$ cat src/rtl/queue_fifo.sv
// Synchronous FIFO with registered read data, full/empty flags and an overflow/underflow error flag.
// Optional occupancy output `count` is present only when FIFO_COUNT_EN is defined.
module queue_fifo #(
    parameter int DATA_WIDTH = 8,
    parameter int DEPTH      = 8,
    parameter int ADDR_WIDTH = 3
) (
    input  logic                  clock,
    input  logic                  reset_n,
    input  logic [DATA_WIDTH-1:0] data_in,
    input  logic                  push,
    input  logic                  pop,
    output logic [DATA_WIDTH-1:0] data_out,
    output logic                  error,
    output logic                  mem_full,
    output logic                  mem_empty
`ifdef FIFO_COUNT_EN
    ,
    output logic [ADDR_WIDTH:0]   count
`endif
);

    localparam logic [ADDR_WIDTH:0]   OCC_FULL = (ADDR_WIDTH + 1)'(DEPTH);
    localparam logic [ADDR_WIDTH:0]   OCC_ONE  = (ADDR_WIDTH + 1)'(1);
    localparam logic [ADDR_WIDTH-1:0] PTR_ONE  = ADDR_WIDTH'(1);

    logic [DATA_WIDTH-1:0] mem [DEPTH];

    logic [ADDR_WIDTH-1:0] wr_ptr_q, wr_ptr_d;
    logic [ADDR_WIDTH-1:0] rd_ptr_q, rd_ptr_d;
    logic [ADDR_WIDTH:0]   occ_q, occ_d;
    logic [DATA_WIDTH-1:0] data_out_q, data_out_d;
    logic                  error_q, error_d;
    logic                  full_q, full_d;
    logic                  empty_q, empty_d;
    logic                  do_write;
    logic                  do_read;

    always_comb begin
        // A push into a full queue still lands when a pop frees the slot in the same edge.
        do_write   = push && (!full_q || pop);
        do_read    = pop && !empty_q;

        wr_ptr_d   = wr_ptr_q;
        rd_ptr_d   = rd_ptr_q;
        occ_d      = occ_q;
        data_out_d = data_out_q;
        error_d    = error_q;

        if (do_write) begin
            wr_ptr_d = wr_ptr_q + PTR_ONE;
        end
        if (do_read) begin
            rd_ptr_d   = rd_ptr_q + PTR_ONE;
            data_out_d = mem[rd_ptr_q];
        end

        case ({do_write, do_read})
            2'b10:   occ_d = occ_q + OCC_ONE;
            2'b01:   occ_d = occ_q - OCC_ONE;
            default: occ_d = occ_q;
        endcase

        if (push || pop) begin
            error_d = (push && !pop && full_q) || (pop && empty_q);
        end

        full_d  = (occ_d == OCC_FULL);
        empty_d = (occ_d == '0);
    end

    always_ff @(posedge clock or negedge reset_n) begin
        if (!reset_n) begin
            wr_ptr_q   <= '0;
            rd_ptr_q   <= '0;
            occ_q      <= '0;
            data_out_q <= '0;
            error_q    <= 1'b0;
            full_q     <= 1'b0;
            empty_q    <= 1'b1;
        end else begin
            wr_ptr_q   <= wr_ptr_d;
            rd_ptr_q   <= rd_ptr_d;
            occ_q      <= occ_d;
            data_out_q <= data_out_d;
            error_q    <= error_d;
            full_q     <= full_d;
            empty_q    <= empty_d;
        end
    end

    // Storage is deliberately left out of reset; stale words are unreachable through the pointers.
    always_ff @(posedge clock) begin
        if (do_write) begin
            mem[wr_ptr_q] <= data_in;
        end
    end

    assign data_out  = data_out_q;
    assign error     = error_q;
    assign mem_full  = full_q;
    assign mem_empty = empty_q;
`ifdef FIFO_COUNT_EN
    assign count     = occ_q;
`endif

endmodule

$ cat config.mk
export PLATFORM = sky130hd
export DESIGN_NAME = queue_fifo
export DESIGN_NICKNAME = d
export VERILOG_FILES = /design/src/rtl/queue_fifo.sv
export SDC_FILE = /design/constraint.sdc
export NUM_CORES = 1
export LEC_CHECK = 0
export CAP_MARGIN = 20
export CORE_MARGIN = 5
export CORE_UTILIZATION = 45
export CTS_CLUSTER_DIAMETER = 200
export DETAILED_ROUTE_END_ITERATION = 10
export PLACE_DENSITY = 0.64
export SLEW_MARGIN = 20
export SYNTH_ARGS = -nofsm -noshare
export SYNTH_HDL_FRONTEND = slang
export SYNTH_SLANG_ARGS = --single-unit
export TNS_END_PERCENT = 50
$ cat constraint.sdc
create_clock -name clock -period 6.4 [get_ports clock]
set_clock_uncertainty 0.1 [all_clocks]
set_input_delay 1.28 -clock clock [delete_from_list [all_inputs] [get_ports clock]]
set_output_delay 1.28 -clock clock [all_outputs]
set_load 0.05 [all_outputs]
* Word-level counts from Yosys, hierarchy flattened
Memory sizes are Yosys's and may differ from the RTL's. A register that Yosys moved wholly into a read port is not among the register bits.
Index checks and enable logic that the tools add are counted.
** Storage, ports and cells
- Bits in writable memories :: 64
- Logic and storage cells :: 30
- Bits of input ports :: 12
- Memories :: 1
- Output and inout bits :: 11
- Flip-flop bits (word level) :: 13
** Cells by class
- Mux-type cells :: 3
- Reduce and logical (&&, ||, !) cells :: 13
- Equality and inequality tests :: 3
- $add $sub $neg :: 4
** Memories
- mem :: depth 8, bits a word 8, rd ports 1, clocked after Yosys merged registers in 1, wr ports 1, line 27 : logic [DATA_WIDTH-1:0] mem [DEPTH];
** Operators by type and width (count)
- case mux 4 bit (2 select lines) :: 1
- adder 3 x 1 -> 3 bit (second input constant) :: 2
- logical AND 1 bit :: 5
- adder 4 x 1 -> 4 bit (second input constant) :: 1
- equality test 4 bit (second input constant) :: 1
- zero test 1 bit :: 4
- zero test 4 bit :: 1
- subtractor 4 x 1 -> 4 bit (second input constant) :: 1
- logical OR 1 bit :: 3
- equality test 2 x 1 -> 1 bit (second input constant) :: 1
- equality test 2 bit (second input constant) :: 1
- 2-to-1 mux 1 bit :: 2

* Logic depth before layout (Yosys ltp)
Gate-level depths: netlist of run 1.
- Word-level depth :: 6
- Depth in mapped cells :: 10
- Depth with buffers taken out :: 10

* Least setup slack after synthesis of run 1
No wires, ideal clock.
- Kind :: input to register
- Start point :: input pop
- End point :: register empty_q, in the netlist mem_empty
- Required time :: 6.233 ns
- Slack :: 3.199 ns
- Buffers on the path :: 0
- Stages on the path :: 9
- Setup time :: 0.067 ns
- Data arrival time :: 3.034 ns
- Cells stage by stage :: inv_1 > a21boi_0 > inv_1 > ha_1 > or4b_1 > a31oi_1 > xnor2_1 > inv_1 > nor2_1
** Between the ends
- Longest elaborated chain between the ends :: 5
- Elaborated cells on any way between the ends :: 7
- Classes of those cells :: eq/ne: 2; mux: 1; reduce/logical: 4
** RTL lines
- from (decl) :: line 12 : input logic pop,
- logical OR 1 bit :: line 41 : do_write = push && (!full_q || pop);
- logical AND 1 bit :: line 41
- equality test 2 x 1 -> 1 bit / equality test 2 bit (equally long branches) :: line 58 : case ({do_write, do_read})
- case mux 4 bit (2 select lines) * :: line 58
- via occ_d[3] :: line 31 : logic [ADDR_WIDTH:0] occ_q, occ_d;
- zero test 4 bit * :: line 69 : empty_d = (occ_d == '0);
- via empty_d :: line 35 : logic empty_q, empty_d;
- to (signal assigned) :: line 88 : empty_q <= empty_d;
- to (decl) :: line 35
The timed path passes the listed nets; every way through them passes the cells marked *.
A chain may end at the register's enable or synchronous reset.

* Final worst setup path of run 1
- Start point :: input push
- End point :: register empty_q, in the netlist mem_empty
** Between the ends
- Longest elaborated chain between the ends :: 4
- Elaborated cells on any way between the ends :: 5
- Classes of those cells :: eq/ne: 2; mux: 1; reduce/logical: 2
** RTL lines
- from (decl) :: line 11 : input logic push,
- logical AND 1 bit * :: line 41
- equality test 2 x 1 -> 1 bit / equality test 2 bit (equally long branches) :: line 58
- case mux 4 bit (2 select lines) * :: line 58
- via occ_d[3] :: line 31
- zero test 4 bit * :: line 69
- via empty_d :: line 35
Marks and branches as above.

==> results of run 1 <==
-- cell families after synthesis --
group / Yosys count / synth area share
AOI/OAI and AO/OA: 14 / 0.0229
xor gates and xnor gates: 8 / 0.0207
adders and majority gates: 4 / 0.0148
buffers and inverters: 11 / 0.0141
DFF: 85 / 0.724
muxes: 27 / 0.140
and+or+nand+nor: 44 / 0.0637
-- power by group through the flow --
stage          registers, mW  clock network, mW  logic, mW
2_1_floorplan          0.899                  0      0.373
5_1_grt                0.843              0.388      0.670
6_report               0.827              0.352      0.616
3_3_place_gp           0.837                  0      0.619
3_5_place_dp           0.839                  0      0.626
4_1_cts                0.829              0.364      0.627
-- synthesized netlist by cell type (all sizes together) --
cell type	number	area share
nor3	2	0.0030
clkbuf	3	0.0037
a21oi	3	0.0044
nor2	9	0.010
nor2b	1	0.0019
dfrtp	20	0.15
mux2	1	0.0033
o22a	1	0.0026
nor4b	1	0.0026
inv	4	0.0044
nor3b	3	0.0081
ha	4	0.015
or4b	2	0.0059
nand2b	3	0.0056
xnor2	5	0.013
nand2	22	0.024
mux4	16	0.11
or2b	1	0.0022
xor2	3	0.0078
mux2i	10	0.030
a21boi	1	0.0022
edfxtp	64	0.57
o21ai	8	0.012
a31oi	1	0.0019
dfstp	1	0.0078
buf	4	0.0059
-- worst min-delay path by stage --
stage                                  startpoint                       to  slack [ns]  cells after the start
final                     data_out[0]$_DFFE_PN0P_  data_out[0]$_DFFE_PN0P_        0.38                      2
after global routing      data_out[0]$_DFFE_PN0P_  data_out[0]$_DFFE_PN0P_        0.41                      2
after CTS                 data_out[0]$_DFFE_PN0P_  data_out[0]$_DFFE_PN0P_        0.39                      2
after detailed placement  data_out[0]$_DFFE_PN0P_  data_out[0]$_DFFE_PN0P_        0.37                      2
after global placement    data_out[0]$_DFFE_PN0P_  data_out[0]$_DFFE_PN0P_        0.36                      2
after floorplan           wr_ptr_q[0]$_DFFE_PN0P_  wr_ptr_q[0]$_DFFE_PN0P_        0.39                      2
-- state kept, by name, indices dropped and copies added, names as in the netlist --
| name | cells |
|---|---|
| rd_ptr_q | 3 |
| mem | 64 |
| data_out | 8 |
| wr_ptr_q | 3 |
| mem_empty | 1 |
| error | 1 |
| mem_full | 1 |
| occ_q | 4 |
-- layout by cell type (no fill, tap or decap), drive strengths merged, types with 4 or more instances in the layout --
cell,synthesis,final
xnor2,5,5
mux4,16,16
clkdlybuf4s50,0,21
dfrtp,20,20
nand2,22,22
clkbuf,3,11
ha,4,4
inv,4,4
o21ai,8,8
edfxtp,64,64
mux2i,10,10
nor2,9,9
buf,4,4
-- layer usage --
| layer | part of all wire | GRT usage | vias up |
|---|---|---|---|
| met4 | 0.024 | 0.0572 | 0 |
| met3 | 0.048 | 0.0489 | 12 |
| li1 | - | - | 790 |
| met2 | 0.46 | 0.199 | 33 |
| met1 | 0.47 | 0.180 | 825 |
| met5 | 0 | 0 | - |
-- layout make-up --
type,instances,area (sq um),share of cell area
sequential,85,2450,0.629
inverter,4,15.0,0.00386
clock inverter,4,50.0,0.0129
tap,99,124,0.0318
clock buffer,11,131,0.0338
multi-input combinational,97,885,0.227
timing repair buffer,25,238,0.0611
-- through the flow --
stage / setup slack (ns) / hold slack, ns / area (sq um) / utilization / power (mW)
6_report: 2.81 / 0.381 / 3890 / 0.534 / 1.79
5_1_grt: 2.59 / 0.412 / 3890 / 0.534 / 1.90
3_5_place_dp: 2.43 / 0.369 / 3710 / 0.509 / 1.47
3_3_place_gp: 2.51 / 0.362 / 3710 / 0.509 / 1.46
2_1_floorplan: 3.20 / 0.386 / 3380 / - / 1.27
4_1_cts: 2.79 / 0.388 / 3900 / 0.534 / 1.82
-- critical path: cells and delay by family --
family | cells | cell delay (ns)
compound gates | 2 | 0.67
xor+xnor | 1 | 0.16
fa+ha+maj | 1 | 0.27
buf+inv | 3 | 0.75
simple gates | 2 | 0.64
==> results.cfg, run 1 <==
[layout]
fill_cells = 619
fin_cells = 325
fin_nets = 238
drive_gt1_frac = 0.159
syn_to_final_growth_pct = 15.1
num_antenna_cells = 0

[setup_path]
end_kind = register
cp_cell_sequence = clkdlybuf4s50_1 > a21boi_0 > inv_1 > ha_1 > or4b_1 > a31oi_1 > xnor2_1 > inv_1 > nor2_1
reg2reg_to = mem_empty$_DFF_PN1_
reg2reg_depth = 8
critical_path.slowest_cell = clkdlybuf4s50_1
slowest_delay_ns = 0.53
cp_max_fo = 5
worstPathArrival_ns = 3.77
startpoint = push
worst_setup_path_start_kind = input port
regToRegSetupSlack_ns = 3.69
reg2reg_from = mem_empty$_DFF_PN1_
crit_required_ns = 6.58
crit_end = mem_empty$_DFF_PN1_
cpMostUsedCell = inv_1
criticalPathCategory = in2reg

[synth]
synth_cell_type_count = 31
netlist_area_sq_um = 3380
ys_seq_elements = 85
synth_nets = 209
synth_cells = 193
yosysSeqAreaShare = 0.724
yosysWarnings = 0
synth.avg_cell_area_sq_um = 17.5

[floorplan]
start_util = 0.464
die-area_sq_um = 9350
core_sq_um = 7290
die_w_microns = 96.7
io_pins = 23
num_rows = 31
fp.dieH_microns = 96.7

[grt]
first_global_vias = 1681
grt_pass1_wl_microns = 9410
grt_util_all_layers = 0.134
gr-total-overflow = 0
grt_max_degree = 22
grt_antenna_before_repair = 0

[detailed_routing]
totalWireLength_microns = 5860
dr.pass1.iters = 4
dr_total_vias = 1660
viasPerCell = 5.11
wl_per_cell_microns = 18.0
drc = 0
drt_iter0_drc = 69
ant_nets = 0

[clock_tree]
clockBufferDepth = 2
numCtsBuffers = 9
cts_max_level = 3
cts_hold_buf = 0
cts_resized = 0
path_clk_slew_ns = 0.08
post_cts_buffers = 0
insertion_delay_ns = 0.34
cts_sinks = 85
clockRootBuffer = clkbuf_8
cts_tree = done

[sta]
tightest_slew_ns = 1.02
slew_headroom = 0.317
period_share = 0.561
setup_viol = 0
hold_viol_final = 0
rsz0062_at_grt = no
maxSlewViolCount = 0
fmax_ghz = 0.279
fin_crit_ns = 3.59
fin_tns_setup_ns = 0

[flow_run]
maxCapViolCount = 0

[place]
place.gp.congestion = 0.757
port_buffers = 22
dpl.hpwl_microns = 3790
place_inst = 310

[power]
p_leak_nw = 1.37
power.density_nw_per_um2 = 461
p_int_mw = 1.17
power.clock.fraction = 0.196
peakVddDrop_v = 0.000183
comb_power_share = 0.343
p_seq_frac = 0.461
swShare = 0.346
p_sw_mw = 0.621

[outcome]
status = finished, final reports clean

[worst_hold_path]
min_path_type = reg2reg
(Power assumes the default switching activity.)
==> inputs of run 2 (changes only) <==
Settings changed: PLACE_DENSITY 0.64 to 0.66.
Clock period 6.4 ns to 3.15 ns, I/O delays scaled along.
==> run 2 against run 1 <==
Critical path depth up 1. Sequential share of layout area is 2.0 points lower. Wire length increased by 1.2%. Sequential cell count unchanged. Power increased by 100%. Setup slack worse by 2.3 ns. Design area is 3.2% higher.
==> results.cfg, run 2 (synthesis gave the netlist of run 1 again) <==
[setup_path]
reg2reg_to = mem_empty$_DFF_PN1_
reg2reg_from = mem_full$_DFF_PN0_
worst_setup_path_start_kind = input port
worstPathArrival_ns = 2.80
startpoint = pop
regToRegSetupSlack_ns = 0.94
reg2reg_depth = 8
crit_required_ns = 3.33
end_kind = register
cp_max_fo = 5
crit_end = mem_empty$_DFF_PN1_
criticalPathCategory = in2reg

[sta]
tightest_slew_ns = 0.814
fmax_ghz = 0.381
fin_tns_setup_ns = 0
fin_crit_ns = 2.62
slew_headroom = 0.457
period_share = 0.833
setup_viol = 0
rsz0062_at_grt = no
maxSlewViolCount = 0
hold_viol_final = 0

[layout]
regMostFlops = mem
layout_commonest_cell = edfxtp_1
syn_to_final_growth_pct = 18.8
drive_gt1_frac = 0.220
layout_common_cells = edfxtp_1 (64), nand2_1 (22), clkdlybuf4s50_1 (22), buf_4 (21), dfrtp_1 (20)
fin_cells = 344
num_antenna_cells = 0
fill_cells = 614
largest_reg_flops = 64
fin_nets = 256

[floorplan]
io_pins = 23
core_sq_um = 7290
fp.dieH_microns = 96.7
die-area_sq_um = 9350
num_rows = 31
start_util = 0.464
die_w_microns = 96.7

[place]
dpl.hpwl_microns = 3870
place_inst = 328
place.gp.congestion = 0.755
port_buffers = 22

[detailed_routing]
wl_met1_microns = 2860
drt_iter0_drc = 97
ant_nets = 0
wl_met3_microns = 220
met2_length_microns = 2780
top_layer_used = met4
wl_per_cell_microns = 17.2
viasPerCell = 5.11
dr_total_vias = 1758
dr.pass1.iters = 4
drc = 0
totalWireLength_microns = 5930

[grt]
grt_pass1_wl_microns = 9740
grt_antenna_before_repair = 0
first_global_vias = 1797
grt_util_all_layers = 0.138
gr-total-overflow = 0
grt_max_degree = 22

[clock_tree]
insertion_delay_ns = 0.34
post_cts_buffers = 0
numCtsBuffers = 9
clockBufferDepth = 2
clockRootBuffer = clkbuf_8
path_clk_slew_ns = 0.08
cts_tree = done
cts_sinks = 85
cts_max_level = 3
cts_resized = 0
cts_hold_buf = 0

[outcome]
status = finished, final reports clean

[power]
peakVddDrop_v = 0.000459
finalPower_mw = 3.61
p_leak_nw = 1.46
power.density_nw_per_um2 = 899

[worst_hold_path]
min_path_type = reg2reg

[flow_run]
maxCapViolCount = 0
-- run 2: cell count changes in the layout (fill, tap and decap cells not counted), moves of 2 or more --
cell      previous run  this run
clkbuf_1             2         0
clkinv_4             0         2
clkinv_1             0         2
buf_4                3        21
-- run 2: metal layers --
layer	up-vias	track usage
met5	-	0
met4	0	0.0616
met3	6	0.0324
met2	35	0.208
met1	889	0.191
li1	828	-
-- run 2: how the worst min path moves through the flow --
stage,start,to,slack (ns),depth (start not counted)
after floorplan,reset_n,data_out[0]$_DFFE_PN0P_,0.23,0
after global placement,data_out[4]$_DFFE_PN0P_,data_out[4]$_DFFE_PN0P_,0.37,2
after detailed placement,data_out[4]$_DFFE_PN0P_,data_out[4]$_DFFE_PN0P_,0.37,2
after CTS,data_out[4]$_DFFE_PN0P_,data_out[4]$_DFFE_PN0P_,0.39,2
after global routing,data_out[1]$_DFFE_PN0P_,data_out[1]$_DFFE_PN0P_,0.43,2
final,data_out[4]$_DFFE_PN0P_,data_out[4]$_DFFE_PN0P_,0.39,2
-- run 2: power breakdown --
group	leakage [nW]	switching [mW]	internal [mW]
Combinational	0.541	0.657	0.604
Sequential	0.834	0.239	1.47
Clock	0.0840	0.366	0.281
Total	1.46	1.26	2.35
-- run 2: metrics by stage --
step / util / hold slack (ns) / cell area, sq um / setup WS, ns
6_report: 0.551 / 0.387 / 4020 / 0.526
5_1_grt: 0.551 / 0.429 / 4020 / 0.355
4_1_cts: 0.551 / 0.392 / 4020 / 0.517
3_5_place_dp: 0.528 / 0.374 / 3850 / 0.162
3_3_place_gp: 0.528 / 0.366 / 3850 / 0.189
2_1_floorplan: - / 0.234 / 3380 / 0.575
-- run 2: area by class of cell --
type / count / area [sq um] / share of cell area
clock inverters: 7 / 42.5 / 0.0106
well taps: 99 / 124 / 0.0308
multi-input cells: 97 / 885 / 0.220
flip-flops and latches: 85 / 2450 / 0.610
inverters: 4 / 15.0 / 0.00374
clock buffers: 9 / 124 / 0.0308
repair buffers: 43 / 378 / 0.0941
-- run 2: critical path: stages --
cell and delay (ns):
clkdlybuf4s50_1 0.48, inv_1 0.05, a21boi_0 0.21, inv_1 0.11
ha_1 0.25, or4b_1 0.52, a31oi_1 0.21, xnor2_1 0.15
inv_1 0.08, nor2_1 0.10
